[config.mk]
export PLATFORM = sky130hd
export DESIGN_NAME = fetch_pc_redirect
export DESIGN_NICKNAME = d
export VERILOG_FILES = /design/src/rtl/fetch_pc_redirect.sv
export SDC_FILE = /design/constraint.sdc
export NUM_CORES = 1
export LEC_CHECK = 0
export ABC_CLOCK_PERIOD_IN_PS = 3000
export CAP_MARGIN = 20
export CORE_UTILIZATION = 60
export DETAILED_ROUTE_END_ITERATION = 8
export DONT_BUFFER_PORTS = 1
export PLACE_DENSITY = 0.79
export RECOVER_POWER = 25
export SLEW_MARGIN = 20
export SYNTH_ARGS = -nofsm -noshare
export SYNTH_HDL_FRONTEND = slang
export SYNTH_SLANG_ARGS = --single-unit
[constraint.sdc]
create_clock -name clk -period 3 [get_ports clk]
set_clock_uncertainty 0.05 [all_clocks]
set_input_delay 0.45 -clock clk [delete_from_list [all_inputs] [get_ports clk]]
set_output_delay 0.45 -clock clk [all_outputs]
set_load 0.005 [all_outputs]
[src/rtl/fetch_pc_redirect.sv]
`default_nettype none
// ============================================================================
// Module   : fetch_pc_redirect
// Brief    : IF-stage next-PC generator. Carries each fetched PC's prediction
//            through IF->ID->EX and redirects fetch when EX disagrees with it.
// Revision : 1.0
// ============================================================================
module fetch_pc_redirect #(
    parameter logic [31:0] RESET_PC = 32'h0000_0000,
    parameter int          CNT_W    = 16
) (
    input  logic             clk,
    input  logic             rst,
    input  logic             stall,
    input  logic             branch_predict,
    input  logic [31:0]      branch_addr,
    input  logic             ex_is_branch,
    input  logic             ex_taken,
    input  logic [31:0]      ex_target,
    output logic [31:0]      pc_cur_if,
    output logic [31:0]      pc_cur_ex,
    output logic             update_en,
    output logic             branch_outcome,
    output logic             predict_outcome,
    output logic [31:0]      update_addr,
    output logic             flush,
    output logic [CNT_W-1:0] mispredict_cnt
);

    logic [31:0]      pc_if_q,    pc_if_d;
    logic             id_valid_q, id_valid_d;
    logic [31:0]      id_pc_q,    id_pc_d;
    logic             id_pred_q,  id_pred_d;
    logic [31:0]      id_ptgt_q,  id_ptgt_d;
    logic             ex_valid_q, ex_valid_d;
    logic [31:0]      ex_pc_q,    ex_pc_d;
    logic             ex_pred_q,  ex_pred_d;
    logic [31:0]      ex_ptgt_q,  ex_ptgt_d;
    logic [CNT_W-1:0] cnt_q,      cnt_d;

    logic             w_resolve;
    logic             w_mispredict;
    logic [31:0]      w_correct_pc;

    // Gating with rst keeps every predictor-facing output quiet while reset is held.
    assign w_resolve    = ex_valid_q & ex_is_branch & ~rst;
    assign w_mispredict = w_resolve &
                          ((ex_taken != ex_pred_q) | (ex_taken & (ex_target != ex_ptgt_q)));
    assign w_correct_pc = ex_taken ? ex_target : (ex_pc_q + 32'd4);

    assign pc_cur_if       = pc_if_q;
    assign pc_cur_ex       = ex_pc_q;
    assign update_en       = w_resolve;
    assign branch_outcome  = w_resolve & ex_taken;
    assign predict_outcome = w_resolve & ~w_mispredict;
    assign update_addr     = w_resolve ? ex_target : 32'd0;
    assign flush           = w_mispredict;
    assign mispredict_cnt  = cnt_q;

    always_comb begin
        pc_if_d    = pc_if_q;
        id_valid_d = id_valid_q;
        id_pc_d    = id_pc_q;
        id_pred_d  = id_pred_q;
        id_ptgt_d  = id_ptgt_q;
        ex_valid_d = ex_valid_q;
        ex_pc_d    = ex_pc_q;
        ex_pred_d  = ex_pred_q;
        ex_ptgt_d  = ex_ptgt_q;
        cnt_d      = cnt_q;

        if (w_mispredict) begin
            pc_if_d    = w_correct_pc;
            id_valid_d = 1'b0;
            ex_valid_d = 1'b0;
            if (cnt_q != {CNT_W{1'b1}}) begin
                cnt_d = cnt_q + 1'b1;
            end
        end else if (stall) begin
            ex_valid_d = 1'b0;
        end else begin
            pc_if_d    = branch_predict ? branch_addr : (pc_if_q + 32'd4);
            id_valid_d = 1'b1;
            id_pc_d    = pc_if_q;
            id_pred_d  = branch_predict;
            id_ptgt_d  = branch_addr;
            ex_valid_d = id_valid_q;
            ex_pc_d    = id_pc_q;
            ex_pred_d  = id_pred_q;
            ex_ptgt_d  = id_ptgt_q;
        end
    end

    always_ff @(posedge clk) begin
        if (rst) begin
            pc_if_q    <= RESET_PC;
            id_valid_q <= 1'b0;
            id_pc_q    <= 32'd0;
            id_pred_q  <= 1'b0;
            id_ptgt_q  <= 32'd0;
            ex_valid_q <= 1'b0;
            ex_pc_q    <= 32'd0;
            ex_pred_q  <= 1'b0;
            ex_ptgt_q  <= 32'd0;
            cnt_q      <= '0;
        end else begin
            pc_if_q    <= pc_if_d;
            id_valid_q <= id_valid_d;
            id_pc_q    <= id_pc_d;
            id_pred_q  <= id_pred_d;
            id_ptgt_q  <= id_ptgt_d;
            ex_valid_q <= ex_valid_d;
            ex_pc_q    <= ex_pc_d;
            ex_pred_q  <= ex_pred_d;
            ex_ptgt_q  <= ex_ptgt_d;
            cnt_q      <= cnt_d;
        end
    end

endmodule
`default_nettype wire

After elaboration in Yosys (flattened, before gate mapping)
Cells that the tools add are included.

Flip-flop bits (word level): 180. Input port bits: 70. Output and inout port bits: 116.

Equality and inequality tests: 4. Bitwise operators: 10. Muxes and demuxes: 5. Reduce and logical (&&, ||, !) cells: 4. Add/subtract/negate cells: 3.

Operator list (count): 32-bit 2-to-1 mux (5); 32-bit by 3-bit adder with 32-bit output (second input constant) (2); 32-bit != test (1); 16-bit by 1-bit adder with 16-bit output (second input constant) (1); 16-bit != test (second input constant) (1); 1-bit bitwise AND (6); 2-bit AND reduction (2); 1-bit inverter (3); 3-bit OR reduction (1); 2-bit by 1-bit != test with 1-bit output (second input constant) (1); 2-bit OR reduction (1); 1-bit != test (1); 1-bit bitwise OR (1).

Depth between registers and ports, before layout
Depth after elaboration: 6. Gate-level depth with buffers: 9. Depth with buffers taken out: 7.

Worst setup path before layout
No wires, ideal clock.

Path kind: input-to-output. Start: input ex_target[5]. End: output predict_outcome. Stages: 7. Buffers on the path: 2. Data arrival time: 2.138 ns. Data required time: 2.500 ns. Setup slack: 0.362 ns. Cells stage by stage: nor2b_1 or4_1 nor4_4 and4_1 buf_4 buf_2 o21a_1.

Longest elaborated chain between the ends: 6.

Ends and longest elaborated chain: start, declared (RTL line 19) `input logic [31:0] ex_target,`; 32-bit != test (RTL line 48) `((ex_taken != ex_pred_q) | (ex_taken & (ex_target != ex_ptgt_q)));`; 1-bit bitwise AND (RTL line 48); 1-bit bitwise OR (RTL line 48); 1-bit bitwise AND (RTL line 47) `assign w_mispredict = w_resolve &`; 1-bit inverter (no line); 1-bit bitwise AND (RTL line 55) `assign predict_outcome = w_resolve & ~w_mispredict;`; end, declared (RTL line 24) `output logic predict_outcome,`.

No other way between the ends.

Final worst setup path
Start: register ex_ptgt_q[3]. End: output predict_outcome.

Longest elaborated chain between the ends: 6.

Ends and longest elaborated chain: start, declared (RTL line 38) `logic [31:0] ex_ptgt_q, ex_ptgt_d;`; start signal, assigned (RTL line 115) `ex_ptgt_q <= ex_ptgt_d;`; 32-bit != test (RTL line 48); 1-bit bitwise AND (RTL line 48); 1-bit bitwise OR (RTL line 48); 1-bit bitwise AND (RTL line 47); 1-bit inverter (no line); 1-bit bitwise AND (RTL line 55).

No other way between the ends.

==> impl_results.md <==
* #FFs+latches synth at 180
* Yosys top cell area share at 37.3%
* WL/cell at 20.6 um
* IO buf count at 0
* Post-synthesis async set-or-reset flop share at 0%
* Root buffer cell: clkbuf_16
* Vias at 8468
* Setup TNS at 0 ns
* Gpl congestion at 0.871
* Post-synth EDFFs at 0
* PD cells at 515 mW/mm^2
* DR vias/cell at 6.35
* Final Core Density at 65.6%
* CTS Hold Bufs at 0
* Max-slew headroom at 23.0%
* HP Start: rst
* Hold crit path type: in2reg
* Crit Path Max Fanout at 29
* Htree depth at 4
* Core Region at 0.0158 sq mm
* Critical path capture point type: output pin
* End of the worst hold path: mispredict_cnt[0]
* Post-route cell area at 0.0104 sq mm
* Die height at 129 um
* Max cap viols at 0
* Flop2flop setup slack at 0.29 ns
* Worst EP required at 2.50 ns
* GR Overflow Total at 0
* Final setup fails at 0
* Final hold vios at 0
* Routed wire length at 27.4 mm
* End of the worst register-to-register path: pc_cur_ex[20]
* Clock Latency Late Sink at 0.44 ns
* Unrepaired setup endpoints after global routing: no
* Mapped Avg Cell Area at 8.47 sq um
* Synth warn at 0
* Count of cell types in the netlist at 55
* Final Slew Violations at 0
* Die W at 129 um
* Largest net degree at the start of global routing at 106
* Finished Layout Cells at 1333
* Syn nets at 1215
* I/O pin count at 186
* Fin nets at 1177
* Worst R2R Start: ex_ptgt_q[3]
* Syn Inst Count at 1142
* Synthesized area at 0.00967 sq mm
* Die ar. at 0.0166 sq mm
* CTS tree: done
* Arrival time at the worst endpoint at 2.45 ns
* Fin crit share at 98.4%
* Dpl cells at 1301
* Antenna violations before repair at 0
* Worst VDD drop at 445 uV
* Critical Path Source Type: flop
* WS Path Type: reg2out
* Main synth FF type: dfxtp_1
* Initial Utilization at 61.1%
* Share of cells above drive strength 1 at 7.79%
* CTS clk-pin slew, worst paths at 0.07 ns
* CTS Buf Count at 17
* First-pass GRT wire length at 41.3 mm
* Fin crit period at 2.95 ns
* Status: finished, final reports clean
* DRC Markers at 0
* Total track usage at 32.6%
* Post-CTS setup buffers at 0
* Placement row count at 46
* Depth of the worst hold-timing path at 1
* Largest cells by area after synthesis: dfxtp_1 37%, mux2i_1 16%, nand2_1 10%
* Placement Setup Slack at 0.214 ns
* Register area share after synthesis at 37.3%
* Cell taking the most area after synthesis: dfxtp_1
* DR iter-0 viols at 1149
* List of most frequent post-synthesis cells: 257 x nand2_1, 180 x dfxtp_1, 157 x mux2i_1
* Most frequent cell after synthesis: nand2_1
* Antenna cell count at 0
* PnR Total Power at 5.35 mW
* Drt pass-1 iters at 5
* DPL Wire Length at 19.0 mm
* Setup WS post-layout at 0.0466 ns
* Clock Path Buffers at 2
* Slew @ Worst Pin at 1.15 ns
* FMAX at 339 MHz
* Num Clock Sinks at 180
* Post-route ant nets at 0
* Layout area overhead at 7.40%
* Hold WS at 0.0274 ns
* Leak at 4.01 nW
* Vias in the first global route at 7412
* Worst Reg2Reg Path Length in Cells at 7
* Area post-placement at 0.00980 sq mm
what timing repair did:
| item | 4_1_cts | 5_1_grt |
|---|---|---|
| setup endpoints to repair | 2 | 2 |
| pin swaps | 0 | 1 |
| resized for setup | 3 | 1 |
| gates cloned | 0 | 0 |
critical path, stage by stage, from the launching register on:
cell     delay, ns
dfxtp_1       0.32
xnor2_1       0.34
nand4_1       0.26
nor4_4        0.43
and4_4        0.32
buf_12        0.18
o21a_1        0.15
sequential cells by signal (all words and copies together) (netlist names):
| register | cells |
|---|---|
| ex_pred_q | 1 |
| ex_ptgt_q | 32 |
| ex_valid_q | 1 |
| id_pc_q | 32 |
| id_pred_q | 1 |
| id_ptgt_q | 32 |
| id_valid_q | 1 |
| mispredict_cnt | 16 |
| pc_cur_ex | 32 |
| pc_cur_if | 32 |
layout by cell type, fill, tap and decap left out, types with 4 or more instances in the layout:
cell and n:
a211oi_1 9, a21oi_1 33, a22oi_1 7, a31oi_1 5, and2_1 32, and3_1 10, and4_1 10, buf_12 6
buf_4 18, clkbuf_1 7, clkbuf_16 17, clkinv_2 4, dfxtp_1 180, inv_1 20, mux2_2 19, mux2i_1 157
nand2_1 256, nand3_1 32, nand4_1 29, nor2_1 25, nor2b_1 9, nor3_1 22, nor4_1 7, o211ai_1 5
o21a_1 7, o21ai_0 41, o221ai_1 4, o22ai_1 14, o31ai_1 10, or3_1 4, or4_1 12, xnor2_1 42
xor2_1 16
routing by layer:
metal	global-route usage (%)	part of all wire (%)	routed length [um]
met5	0	0	0
met4	13.8	3.5	959
met3	10.2	11	2940
met2	50.1	45	12400
met1	42.3	41	11100
worst max path at each step:
stage | from | to | cells after the start
after floorplan | ex_target[5] | predict_outcome | 7
after global placement | ex_target[5] | id_pc_q[20] | 7
after detailed placement | ex_target[5] | id_ptgt_q[7] | 7
after CTS | ex_ptgt_q[24] | flush | 6
after global routing | ex_ptgt_q[3] | predict_outcome | 6
final | ex_ptgt_q[3] | predict_outcome | 6
cell families after synthesis:
| logic type | share of synthesized area, % |
|---|---|
| fa+ha+maj | 0.388 |
| buf+inv | 5.51 |
| flops | 37.3 |
| compound gates | 10.4 |
| mux | 18.5 |
| xor+xnor | 5.25 |
| simple gates | 22.7 |
where the power goes:
group	internal, mW	leakage, nW	switching, mW
logic	0.200	2.25	0.265
registers	2.48	1.47	0.0847
clock network	1.33	0.295	0.981
cell type report:
cell class / count / area (sq um)
Timing Repair Buffer: 29 / 274
Clock inverter: 12 / 153
Tap cell: 216 / 270
Multi-Input combinational cell: 855 / 5560
Inverter: 21 / 83.8
Clock buffer: 20 / 447
Sequential cell: 180 / 3600
Fill cell: 1283 / 5440
Note: power is estimated with default switching activity, not from simulation.
